$ cat src/rtl/uart_tx_engine.sv
// uart_tx_engine
//   UART transmitter. Accepts one byte per valid/ready handshake and
//   serialises it LSB-first on uart_tx: start bit, 8 data bits, optional
//   parity bit, then 1 or 2 stop bits. Each bit cell lasts 16 pulses of the
//   shared 16x-baud tick.
//
// Parameters
//   PARITY_EN   1: parity bit after the data bits, 0: none
//   PARITY_ODD  1: odd parity, 0: even parity (ignored when PARITY_EN=0)
//   STOP_BITS   1 or 2 stop bits (values other than 2 behave as 1)
//
// Ports
//   clk            in   system clock
//   rst_n          in   asynchronous active-low reset
//   baud_x16_tick  in   1-cycle pulse at 16x the baud rate
//   tx_in_valid    in   upstream has a byte on tx_in_data
//   tx_in_ready    out  engine can take a byte (state == S_IDLE)
//   tx_in_data     in   byte to send, sampled only when the handshake fires
//   uart_tx        out  registered serial line, idle high
//   tx_busy        out  high whenever a frame is in flight
//   fsm_state      out  current FSM state, for debug and checkers
//
// Handshake: a byte transfers on a clock edge where tx_in_valid and
// tx_in_ready are both high. Ready is a pure function of the state; valid
// without ready is ignored and there is no skid buffer.
module uart_tx_engine #(
  parameter int PARITY_EN  = 0,
  parameter int PARITY_ODD = 0,
  parameter int STOP_BITS  = 1
) (
  input  logic       clk,
  input  logic       rst_n,
  input  logic       baud_x16_tick,
  input  logic       tx_in_valid,
  output logic       tx_in_ready,
  input  logic [7:0] tx_in_data,
  output logic       uart_tx,
  output logic       tx_busy,
  output logic [2:0] fsm_state
);

  typedef enum logic [2:0] {
    S_IDLE   = 3'd0,
    S_START  = 3'd1,
    S_DATA   = 3'd2,
    S_PARITY = 3'd3,
    S_STOP   = 3'd4
  } state_t;

  localparam logic       PAR_ODD   = (PARITY_ODD != 0);
  localparam logic       HAS_PAR   = (PARITY_EN != 0);
  // stop_count value at which the final stop cell ends
  localparam logic [1:0] LAST_STOP = (STOP_BITS == 2) ? 2'd1 : 2'd0;

  state_t     state;
  logic [3:0] tick_counter;
  logic [2:0] bit_index;
  logic [7:0] shift_reg;
  logic [1:0] stop_count;
  logic       parity_bit;
  logic       tx_fire;
  logic       bit_end_fire;

  assign tx_in_ready  = (state == S_IDLE);
  assign tx_busy      = (state != S_IDLE);
  assign fsm_state    = state;
  assign tx_fire      = tx_in_valid && tx_in_ready;
  assign bit_end_fire = baud_x16_tick && (tick_counter == 4'd15);

  // uart_tx is loaded with the level of the state being entered, so the line
  // moves on the same edge as the state transition.
  always_ff @(posedge clk or negedge rst_n) begin
    if (!rst_n) begin
      state        <= S_IDLE;
      uart_tx      <= 1'b1;
      tick_counter <= 4'd0;
      bit_index    <= 3'd0;
      shift_reg    <= 8'd0;
      stop_count   <= 2'd0;
      parity_bit   <= 1'b0;
    end else begin
      // Held at 0 while idle so the first cell counts 16 ticks from acceptance;
      // wraps 15->0 naturally so every later cell starts at 0 as well.
      if (state == S_IDLE)
        tick_counter <= 4'd0;
      else if (baud_x16_tick)
        tick_counter <= tick_counter + 4'd1;

      case (state)
        S_IDLE: begin
          uart_tx <= 1'b1;
          if (tx_fire) begin
            shift_reg  <= tx_in_data;
            parity_bit <= (^tx_in_data) ^ PAR_ODD;
            bit_index  <= 3'd0;
            stop_count <= 2'd0;
            state      <= S_START;
            uart_tx    <= 1'b0;
          end
        end

        S_START: begin
          if (bit_end_fire) begin
            state     <= S_DATA;
            bit_index <= 3'd0;
            uart_tx   <= shift_reg[0];
          end
        end

        S_DATA: begin
          if (bit_end_fire) begin
            bit_index <= bit_index + 3'd1;
            if (bit_index == 3'd7) begin
              if (HAS_PAR) begin
                state   <= S_PARITY;
                uart_tx <= parity_bit;
              end else begin
                state      <= S_STOP;
                stop_count <= 2'd0;
                uart_tx    <= 1'b1;
              end
            end else begin
              uart_tx <= shift_reg[bit_index + 3'd1];
            end
          end
        end

        S_PARITY: begin
          if (bit_end_fire) begin
            state      <= S_STOP;
            stop_count <= 2'd0;
            uart_tx    <= 1'b1;
          end
        end

        S_STOP: begin
          uart_tx <= 1'b1;
          if (bit_end_fire) begin
            if (stop_count == LAST_STOP) begin
              state      <= S_IDLE;
              stop_count <= 2'd0;
            end else begin
              stop_count <= stop_count + 2'd1;
            end
          end
        end

        default: begin
          state   <= S_IDLE;
          uart_tx <= 1'b1;
        end
      endcase
    end
  end

endmodule
$ cat config.mk
export PLATFORM = sky130hd
export DESIGN_NAME = uart_tx_engine
export DESIGN_NICKNAME = d
export VERILOG_FILES = /design/src/rtl/uart_tx_engine.sv
export SDC_FILE = /design/constraint.sdc
export NUM_CORES = 1
export LEC_CHECK = 0
export BUFFER_PORTS_ARGS = -buffer_cell sky130_fd_sc_hd__buf_2
export CAP_MARGIN = 20
export CELL_PAD_IN_SITES_DETAIL_PLACEMENT = 0
export CELL_PAD_IN_SITES_GLOBAL_PLACEMENT = 1
export CORE_ASPECT_RATIO = 0.9
export CORE_MARGIN = 5
export CORE_UTILIZATION = 46
export DETAILED_ROUTE_END_ITERATION = 16
export PLACE_DENSITY = 0.93
export SYNTH_ARGS = -nofsm -noshare
export SYNTH_HDL_FRONTEND = slang
export SYNTH_SLANG_ARGS = --single-unit
$ cat constraint.sdc
create_clock -name clk -period 5.1 [get_ports clk]
set_clock_uncertainty 0.2 [all_clocks]
set_input_delay 0.255 -clock clk [delete_from_list [all_inputs] [get_ports clk]]
set_output_delay 0.255 -clock clk [all_outputs]
set_load 0.005 [all_outputs]
==> run summary, run 1 <==
vias per inst: 5.48
wire length per cell: 13.2 um
cts repair resizes: 0
WS Path Type: reg -> reg
Max Freq: 0.457 GHz
# DRC: 0
most used cell, CP: ha_1
CTS max path bufs: 2
via count: 866
first-pass GRT wire length: 3870 um
GRT Util Overall: 14.5%
# port buffers: 17
synthesized flop and latch total: 21
status: complete, no violations
relative slew slack: 68.7%
Max VDD drop: 0.000301 V
Syn Inst Count: 105
synth unique cells: 32
vias in the first global route: 891
Mapped Avg Cell Area: 10.6 um2
max incr delay on CP: 0.52 ns
Post-CTS Hold Buffers: 9
Largest register FFs: 8
setup total negative slack: 0 ns
Synth area leaders: dfrtp_1 (45%), mux2_2 (10%), ha_1 (5.6%), nand2_1 (3.0%), mux2i_1 (2.7%)
CORE AREA: 2380 um2
Root Driver: clkbuf_4
Initial DRC Count: 19
syn nets: 122
total congestion overflow: 0
Max Cap Viol: 0
Chip Width: 61.9 um
worst-path maximum fanout: 5
Final setup viols: 0
clock sinks: 21
Worst Path Buf+Inv: 0
Worst Max-Slew Pin Slew: 0.467 ns
Pleak: 0.593 nW
CTS Buf Count: 3
I/O pin total: 18
TritonRoute pass-1 iters: 4
reg2reg start: bit_index[0]
CTS clk-pin slew, worst paths: 0.11 ns
pin count of the biggest net entering global routing: 22
post-synth top area cell: dfrtp_1
dpl hpwl: 1540 um
yosys warns: 0
slowest CP cell: or4_1
final hold slack: 0.0867 ns
sequential-to-total area share from yosys stat: 47.2%
# rows: 17
CP Cell Sequence: ha_1 -> ha_1 -> mux2_2 -> o21ai_0 -> or4_1 -> nand3_1
Starting Density: 46.8%
Routed Antenna Nets: 0
CTS tree: done
share of the synthesized area in the top cell type: 44.8%
Final #Nets: 148
layout cells sized above 1: 27.7%
Tcrit/Tclk final: 43.0%
H-tree levels: 1
Worst Setup Start Kind: flop
Final min period: 2.19 ns
Setup Fix Bufs, Post-CTS: 0
WP data required: 5.15 ns
hold_sp: baud_x16_tick
Die Span Y: 56.7 um
most common cell after layout, fill and taps aside: dfrtp_1
Power Density: 423 nW/um2
fillers: 203
HP Class: in -> reg
Final Hold Vio Count: 0
Layout area overhead: 18.8%
RSZ-0062 raised after global routing: false
most frequent cells in the layout: dfrtp_1 (20), buf_2 (17), mux2_2 (10)
global placer's final weighted congestion: 0.798
WP data arrival: 2.24 ns
CP endpoint kind: flop
Syn Std Cell Area: 1120 um2
Slew Limit Fails: 0
antenna cell count: 0
initial antenna violation count: 0
worst skew pair latency: 0.30 ns
Routed WL: 2090 um
Crit. Startpoint: bit_index[0]
Largest delay share family, worst path: simple AND/OR/NAND/NOR gates
die area: 3510 um2
[logic make-up (layout without fill, tap and decap cells)]
family / after synthesis / after routing / synth area share, %
simple gates: 39 / 39 / 18.3
flops: 21 / 21 / 47.2
mux: 14 / 14 / 14.8
compound gates: 13 / 13 / 7.62
buf+inv: 10 / 35 / 4.15
fa+ha+maj: 5 / 5 / 5.61
xor+xnor: 3 / 3 / 2.35
[power breakdown]
part	leakage (nW)	switching (W)	internal, W
clock network	0.0177	0.0000506	0.0000293
logic	0.314	0.0000817	0.000106
registers	0.261	0.0000596	0.000233
[routing by layer]
layer  vias to the layer above  track usage [%]  routed length [um]  part of all wire [%]
met3                         4             3.45                 103                   4.9
met1                       418             19.3                 919                    44
li1                        427                -                   -                     -
met4                         0             5.15                  27                   1.3
met2                        17             22.4                1040                    50
met5                         -                0                   0                     0
[path summary, 6_finish.rpt]
kind	slack, ns	end	cells after the start
setup / recovery	2.91	uart_tx	6
hold / removal	0.09	tick_counter[1]	3
setup reg to reg	2.91	uart_tx	6
hold reg to reg	0.32	shift_reg[6]	1
max in group asynchronous	4.14	uart_tx	2
min in group asynchronous	0.22	tick_counter[3]	2
[tightest hold or removal path, cell delays in order]
cell,delay [ns]
buf_2,0.14
mux2i_1,0.08
nor2_1,0.08
[area by class of cell]
cell class              instances  area (um2)  share of cell area [%]
inverters                       5        18.8                    1.42
repair buffers                 26         175                    13.2
flip-flops and latches         21         527                    39.7
multi-input cells              74         543                    40.9
well taps                      28        35.0                    2.64
clock buffers                   3        22.5                    1.70
clock inverters                 1        5.00                   0.377
[synth_stat cells]
master,instances
dfrtp_1,20
mux2_2,10
nand2_1,9
nor2_1,8
nand3_1,6
o21ai_0,6
ha_1,5
inv_1,5
mux2i_1,3
nor3_1,3
buf_4,2
clkbuf_1,2
nand3b_1,2
nand4_1,2
nor2b_1,2
o221ai_1,2
or4_1,2
xor2_1,2
a211oi_1,1
a21oi_1,1
a31oi_1,1
a41o_1,1
and4_1,1
buf_2,1
dfstp_2,1
mux4_2,1
nand2_2,1
nor2_2,1
nor3_2,1
nor4b_1,1
o2111ai_1,1
xnor2_1,1
[per-stage QoR]
stage | cells | area [um2] | setup slack [ns] | power [W] | utilization (%)
2_1_floorplan | 105 | 1120 | 3.05 | 0.000425 | -
3_5_place_dp | 145 | 1210 | 2.95 | 0.000481 | 50.7
3_3_place_gp | 145 | 1210 | 3.01 | 0.000473 | 50.7
6_report | 158 | 1330 | 2.91 | 0.000561 | 55.7
5_1_grt | 158 | 1330 | 2.82 | 0.000614 | 55.7
4_1_cts | 158 | 1330 | 2.91 | 0.000568 | 55.7
(Power assumes the default switching activity.)
==> run 2, diff against run 1 <==
--- a/config.mk
+++ b/config.mk
@@ -11,9 +11,9 @@
 export CELL_PAD_IN_SITES_GLOBAL_PLACEMENT = 1
 export CORE_ASPECT_RATIO = 0.9
 export CORE_MARGIN = 5
-export CORE_UTILIZATION = 46
+export CORE_UTILIZATION = 42
 export DETAILED_ROUTE_END_ITERATION = 16
-export PLACE_DENSITY = 0.93
+export PLACE_DENSITY = 0.87
 export SYNTH_ARGS = -nofsm -noshare
 export SYNTH_HDL_FRONTEND = slang
 export SYNTH_SLANG_ARGS = --single-unit
==> constraint.sdc (replaced) <==
create_clock -name clk -period 2.05 [get_ports clk]
set_clock_uncertainty 0.2 [all_clocks]
set_input_delay 0.1025 -clock clk [delete_from_list [all_inputs] [get_ports clk]]
set_output_delay 0.1025 -clock clk [all_outputs]
set_load 0.005 [all_outputs]
==> run summary, run 2 (same netlist as run 1, synthesis figures left out) <==
CP endpoint kind: flop
combinational share of power: 35.6% (+2.1 points)
Max Freq: 0.502 GHz (+10%)
Sw Ratio: 34.1% (-0.13 points)
GRT Util Overall: 12.7% (-1.8 points)
vias per inst: 5.33 (-2.7%)
Die Span Y: 58.9 um (+3.8%)
CTS max path bufs: 2 (unchanged)
Final Hold Vio Count: 0 (unchanged)
dpl hpwl: 1650 um (+7.2%)
first-pass GRT wire length: 3900 um (+0.72%)
Max Cap Viol: 0 (unchanged)
TritonRoute pass-1 iters: 6 (+2)
max incr delay on CP: 0.52 ns (about the same)
antenna cell count: 0 (unchanged)
internal power: 0.000946 W (+160%)
P_sw: 0.000489 W (+160%)
CORE AREA: 2490 um2 (+4.5%)
Worst Max-Slew Pin Slew: 0.465 ns (-0.00203 ns)
Starting Density: 44.8% (-2.0 points)
Max VDD drop: 0.000596 V (+98%)
most frequent cells in the layout: dfrtp_1 (20), buf_2 (17), dlygate4sd3_1 (11)
global placer's final weighted congestion: 0.776 (-2.8%)
slowest CP cell: or4_1
HP Class: in -> async
setup total negative slack: 0 ns (unchanged)
WP data arrival: 2.04 ns (-0.20 ns)
placed insts: 148 (+2.1%)
initial antenna violation count: 0 (unchanged)
WP data required: 2.10 ns (-3.05 ns)
most common cell after layout, fill and taps aside: dfrtp_1
clock network power share: 13.8% (-0.4 points)
worst-path maximum fanout: 4 (-1)
Design Power: 0.00144 W (+160%)
Final min period: 1.99 ns (-0.200 ns)
R2R cell count: 6 (unchanged)
Final #Nets: 153 (+3.4%)
fin cells: 163 (+3.2%)
pin count of the biggest net entering global routing: 22 (unchanged)
Slew Limit Fails: 0 (unchanged)
RSZ-0062 raised after global routing: false
Setup Fix Bufs, Post-CTS: 0 (unchanged)
I/O pin total: 18 (unchanged)
Power Density: 1030 nW/um2 (+140%)
WS Path Type: reg -> reg
Routed WL: 2250 um (+7.6%)
vias in the first global route: 926 (+3.9%)
# DRC: 0 (unchanged)
CTS clk-pin slew, worst paths: 0.12 ns (about the same)
total congestion overflow: 0 (unchanged)
layout cells sized above 1: 31.1% (+3.4 points)
H-tree levels: 1 (unchanged)
CTS Buf Count: 3 (unchanged)
die area: 3790 um2 (+7.9%)
Routed Antenna Nets: 0 (unchanged)
clock sinks: 21 (unchanged)
relative slew slack: 69.0% (+0.30 points)
wire length per cell: 13.8 um (+4.3%)
Initial DRC Count: 6 (-13)
Tcrit/Tclk final: 97.1% (+54 points)
Final setup viols: 0 (unchanged)
worst skew pair latency: 0.30 ns (about the same)
Pleak: 0.612 nW (+3.3%)
via count: 869 (+0.35%)
Layout area overhead: 24.6%
Largest register FFs: 8 (unchanged)
status: complete, no violations
# port buffers: 17 (unchanged)
Worst Setup Start Kind: flop
sequential power share: 50.6% (-1.6 points)
CTS tree: done
CP Cell Sequence: ha_2 -> ha_4 -> mux2_2 -> o21ai_0 -> or4_1 -> nand3_1
# rows: 17 (unchanged)
Root Driver: clkbuf_4
Chip Width: 64.3 um (+3.9%)
final hold slack: 0.0690 ns (-0.0177 ns)
[run 2: power by group through the flow]
stage | registers (W) | logic (W) | clock network, W
after floorplan | 0.000681 | 0.000384 | 0
after detailed placement | 0.000733 | 0.000498 | 0
after global routing | 0.000754 | 0.000579 | 0.000225
after global placement | 0.000729 | 0.000476 | 0
after CTS | 0.000727 | 0.000514 | 0.000207
final | 0.000727 | 0.000511 | 0.000198
[run 2: repair_timing]
item	CTS	global route
resized for setup	0	2
setup endpoints to repair	0	1
hold buffers	11	0
endpoints found under the hold margin	33	0
[run 2: path summary, 6_finish.rpt]
kind,start,slack [ns],end
max in group asynchronous,rst_n,1.24,uart_tx
hold reg to reg,shift_reg[4],0.32,shift_reg[4]
setup / recovery,bit_index[1],0.06,uart_tx
hold / removal,rst_n,0.07,bit_index[2]
min in group clk,shift_reg[4],0.32,shift_reg[4]
setup reg to reg,bit_index[1],0.06,uart_tx
[run 2: final cells by class]
class | instances | area (um2)
well taps | 28 | 35.0
clock buffers | 3 | 22.5
inverters | 5 | 18.8
multi-input cells | 74 | 564
flip-flops and latches | 21 | 527
fillers | 219 | 1100
repair buffers | 31 | 218
clock inverters | 1 | 5.00
[run 2: worst max-delay path, delay by kind of cell (launching register included)]
family | cells | cell delay, ns
and+or+nand+nor | 2 | 0.61
adders and majority gates | 2 | 0.42
DFF | 1 | 0.42
muxes | 1 | 0.21
AOI/OAI and AO/OA | 1 | 0.08
[run 2: metrics by stage]
step                area [um2]  util [%]  worst slack [ns]
finish                    1390      55.9            0.0599
floorplan                 1130         -            0.0757
CTS                       1380      55.5            0.0258
detailed placement        1240      50.0            0.0406
global placement          1240      50.0             0.112
global route              1390      55.9            0.0222
[run 2: per-layer routing]
metal	up-vias	routed length (um)	track usage, %	part of all wire (%)
met5	-	0	0	0
met4	0	28	4.94	1.2
met3	5	81	2.48	3.6
met2	18	1070	20.3	48
met1	406	1070	16.9	47
li1	440	-	-	-
==> run 3, diff against run 2 <==
--- a/config.mk
+++ b/config.mk
@@ -11,9 +11,10 @@
 export CELL_PAD_IN_SITES_GLOBAL_PLACEMENT = 1
 export CORE_ASPECT_RATIO = 0.9
 export CORE_MARGIN = 5
-export CORE_UTILIZATION = 42
+export CORE_UTILIZATION = 45
+export CTS_BUF_LIST = sky130_fd_sc_hd__clkbuf_4
 export DETAILED_ROUTE_END_ITERATION = 16
-export PLACE_DENSITY = 0.87
+export PLACE_DENSITY = 0.92
 export SYNTH_ARGS = -nofsm -noshare
 export SYNTH_HDL_FRONTEND = slang
 export SYNTH_SLANG_ARGS = --single-unit
==> run summary, run 3 (same netlist as run 1, synthesis figures left out) <==
Power Density: 1050 nW/um2 (+2.0%)
via count: 899 (+3.5%)
antenna cell count: 0 (unchanged)
GRT Util Overall: 14.0% (+1.3 points)
global placer's final weighted congestion: 0.803 (+3.4%)
CORE AREA: 2400 um2 (-3.4%)
vias per inst: 5.55 (+4.1%)
Starting Density: 46.4% (+1.6 points)
Layout area overhead: 24.7% (about the same)
Final Hold Vio Count: 0 (unchanged)
relative slew slack: 68.2% (-0.78 points)
M1 GR Usage: 16.4% (-0.57 points)
Final setup viols: 0 (unchanged)
# port buffers: 17 (unchanged)
layout cells sized above 1: 32.1% (+0.98 points)
worst-path maximum fanout: 4 (unchanged)
Max VDD drop: 0.000699 V (+17%)
HP Class: in -> async
initial antenna violation count: 0 (unchanged)
# DRC: 0 (unchanged)
GRT met3 Usage: 2.17% (-0.32 points)
Setup Fix Bufs, Post-CTS: 0 (unchanged)
post-route cell area: 1390 um2 (about the same)
Initial DRC Count: 11 (+5)
Root Driver: clkbuf_4
clock sinks: 21 (unchanged)
CTS clk-pin slew, worst paths: 0.12 ns (about the same)
die area: 3580 um2 (-5.6%)
Worst Setup Start Kind: flop
status: complete, no violations
area of the multi-input gates: 573 um2 (+1.6%)
Tcrit/Tclk final: 97.5% (+0.38 points)
CTS max path bufs: 2 (unchanged)
Routed WL: 2420 um (+7.4%)
total congestion overflow: 0 (unchanged)
Final min period: 2.00 ns (+0.00776 ns)
placed inst area: 1240 um2 (-0.60%)
fillers: 205 (-6.4%)
CP endpoint kind: flop
Max Cap Viol: 0 (unchanged)
CTS Buf Count: 3 (unchanged)
WS Path Type: reg -> reg
# rows: 17 (unchanged)
H-tree levels: 1 (unchanged)
wire length per cell: 14.9 um (+8.1%)
RSZ-0062 raised after global routing: false
Final #Nets: 152 (-0.65%)
Chip Width: 62.5 um (-2.9%)
final hold slack: 0.0718 ns (+0.00284 ns)
dpl hpwl: 1720 um (+4.3%)
most frequent cells in the layout: dfrtp_1 (20), buf_2 (17), dlygate4sd3_1 (11)
first-pass GRT wire length: 4100 um (+5.1%)
Max Freq: 0.501 GHz (-0.39%)
pin count of the biggest net entering global routing: 22 (unchanged)
setup total negative slack: 0 ns (unchanged)
CTS tree: done
WP data required: 2.11 ns (about the same)
Reg area: 527 um2 (unchanged)
Die Span Y: 57.2 um (-2.8%)
worst skew pair latency: 0.31 ns (about the same)
I/O pin total: 18 (unchanged)
Largest register FFs: 8 (unchanged)
Routed Antenna Nets: 0 (unchanged)
most common cell after layout, fill and taps aside: dfrtp_1
vias in the first global route: 955 (+3.1%)
Pleak: 0.613 nW (+0.13%)
Slew Limit Fails: 0 (unchanged)
busiest grt layer: met2
WP data arrival: 2.06 ns (+0.02 ns)
TritonRoute pass-1 iters: 4 (-2)
met2 global-route usage: 26.3% (+6.0 points)
Worst Max-Slew Pin Slew: 0.477 ns (+0.0117 ns)
fin util: 57.9% (+2.0 points)
## run 3: cell count changes in the layout (fill, tap and decap cells not counted)
cell | before | now
or4_4 | 0 | 1
o21ai_0 | 6 | 5
or4_1 | 2 | 1
nand3_1 | 6 | 5
buf_4 | 3 | 2
nand3_2 | 0 | 1
o21ai_1 | 0 | 1
## run 3: power by group
group	leakage, nW	switching, W	internal [W]	total [W]
logic	0.334	0.000227	0.000289	0.000516
registers	0.261	0.000162	0.000580	0.000742
clock network	0.0177	0.000135	0.0000730	0.000208
## run 3: final cells by class
| cell class | count | area share (%) |
|---|---|---|
| Tap cell | 28 | 2.52 |
| Inverter | 5 | 1.35 |
| Clock inverter | 1 | 0.360 |
| Sequential cell | 21 | 37.9 |
| Timing Repair Buffer | 30 | 15.1 |
| Clock buffer | 3 | 1.62 |
| Multi-Input combinational cell | 74 | 41.2 |
## run 3: timing repair
action	4_1_cts	5_1_grt
hold buffers	11	0
pin swaps	0	1
resized for setup	1	4
endpoints found under the hold margin	32	0
setup endpoints to repair	1	1
## run 3: per-layer routing
layer  routed length, um  share of wire (%)  up-vias
li1                    -                  -      434
met1                1000                 42      448
met2                1310                 54       15
met3                  82                3.4        2
met4                  19               0.79        0
met5                   0                  0        -
## run 3: path summary, 6_finish.rpt
path	start	endpoint	slack, ns	cells after the start
worst max-delay path	bit_index[1]	uart_tx	0.05	6
worst min-delay path	rst_n	tick_counter[0]	0.07	2
worst max register to register	bit_index[1]	uart_tx	0.05	6
worst min register to register	shift_reg[5]	shift_reg[5]	0.31	1
max in group asynchronous	rst_n	uart_tx	1.23	2
min in group clk	shift_reg[5]	shift_reg[5]	0.31	1
## run 3: through the flow
step	setup WS (ns)	instances	total power (W)
detailed placement	0.0109	147	0.00124
CTS	0.0144	162	0.00146
global route	0.0164	162	0.00156
finish	0.0521	162	0.00147
floorplan	0.0757	105	0.00106
global placement	0.115	147	0.00119
## run 3: critical path, stage by stage, from the launching register on
cell	delay [ns]
dfrtp_1	0.42
ha_2	0.19
ha_4	0.23
mux2_2	0.22
o21ai_1	0.07
or4_4	0.53
nand3_2	0.08
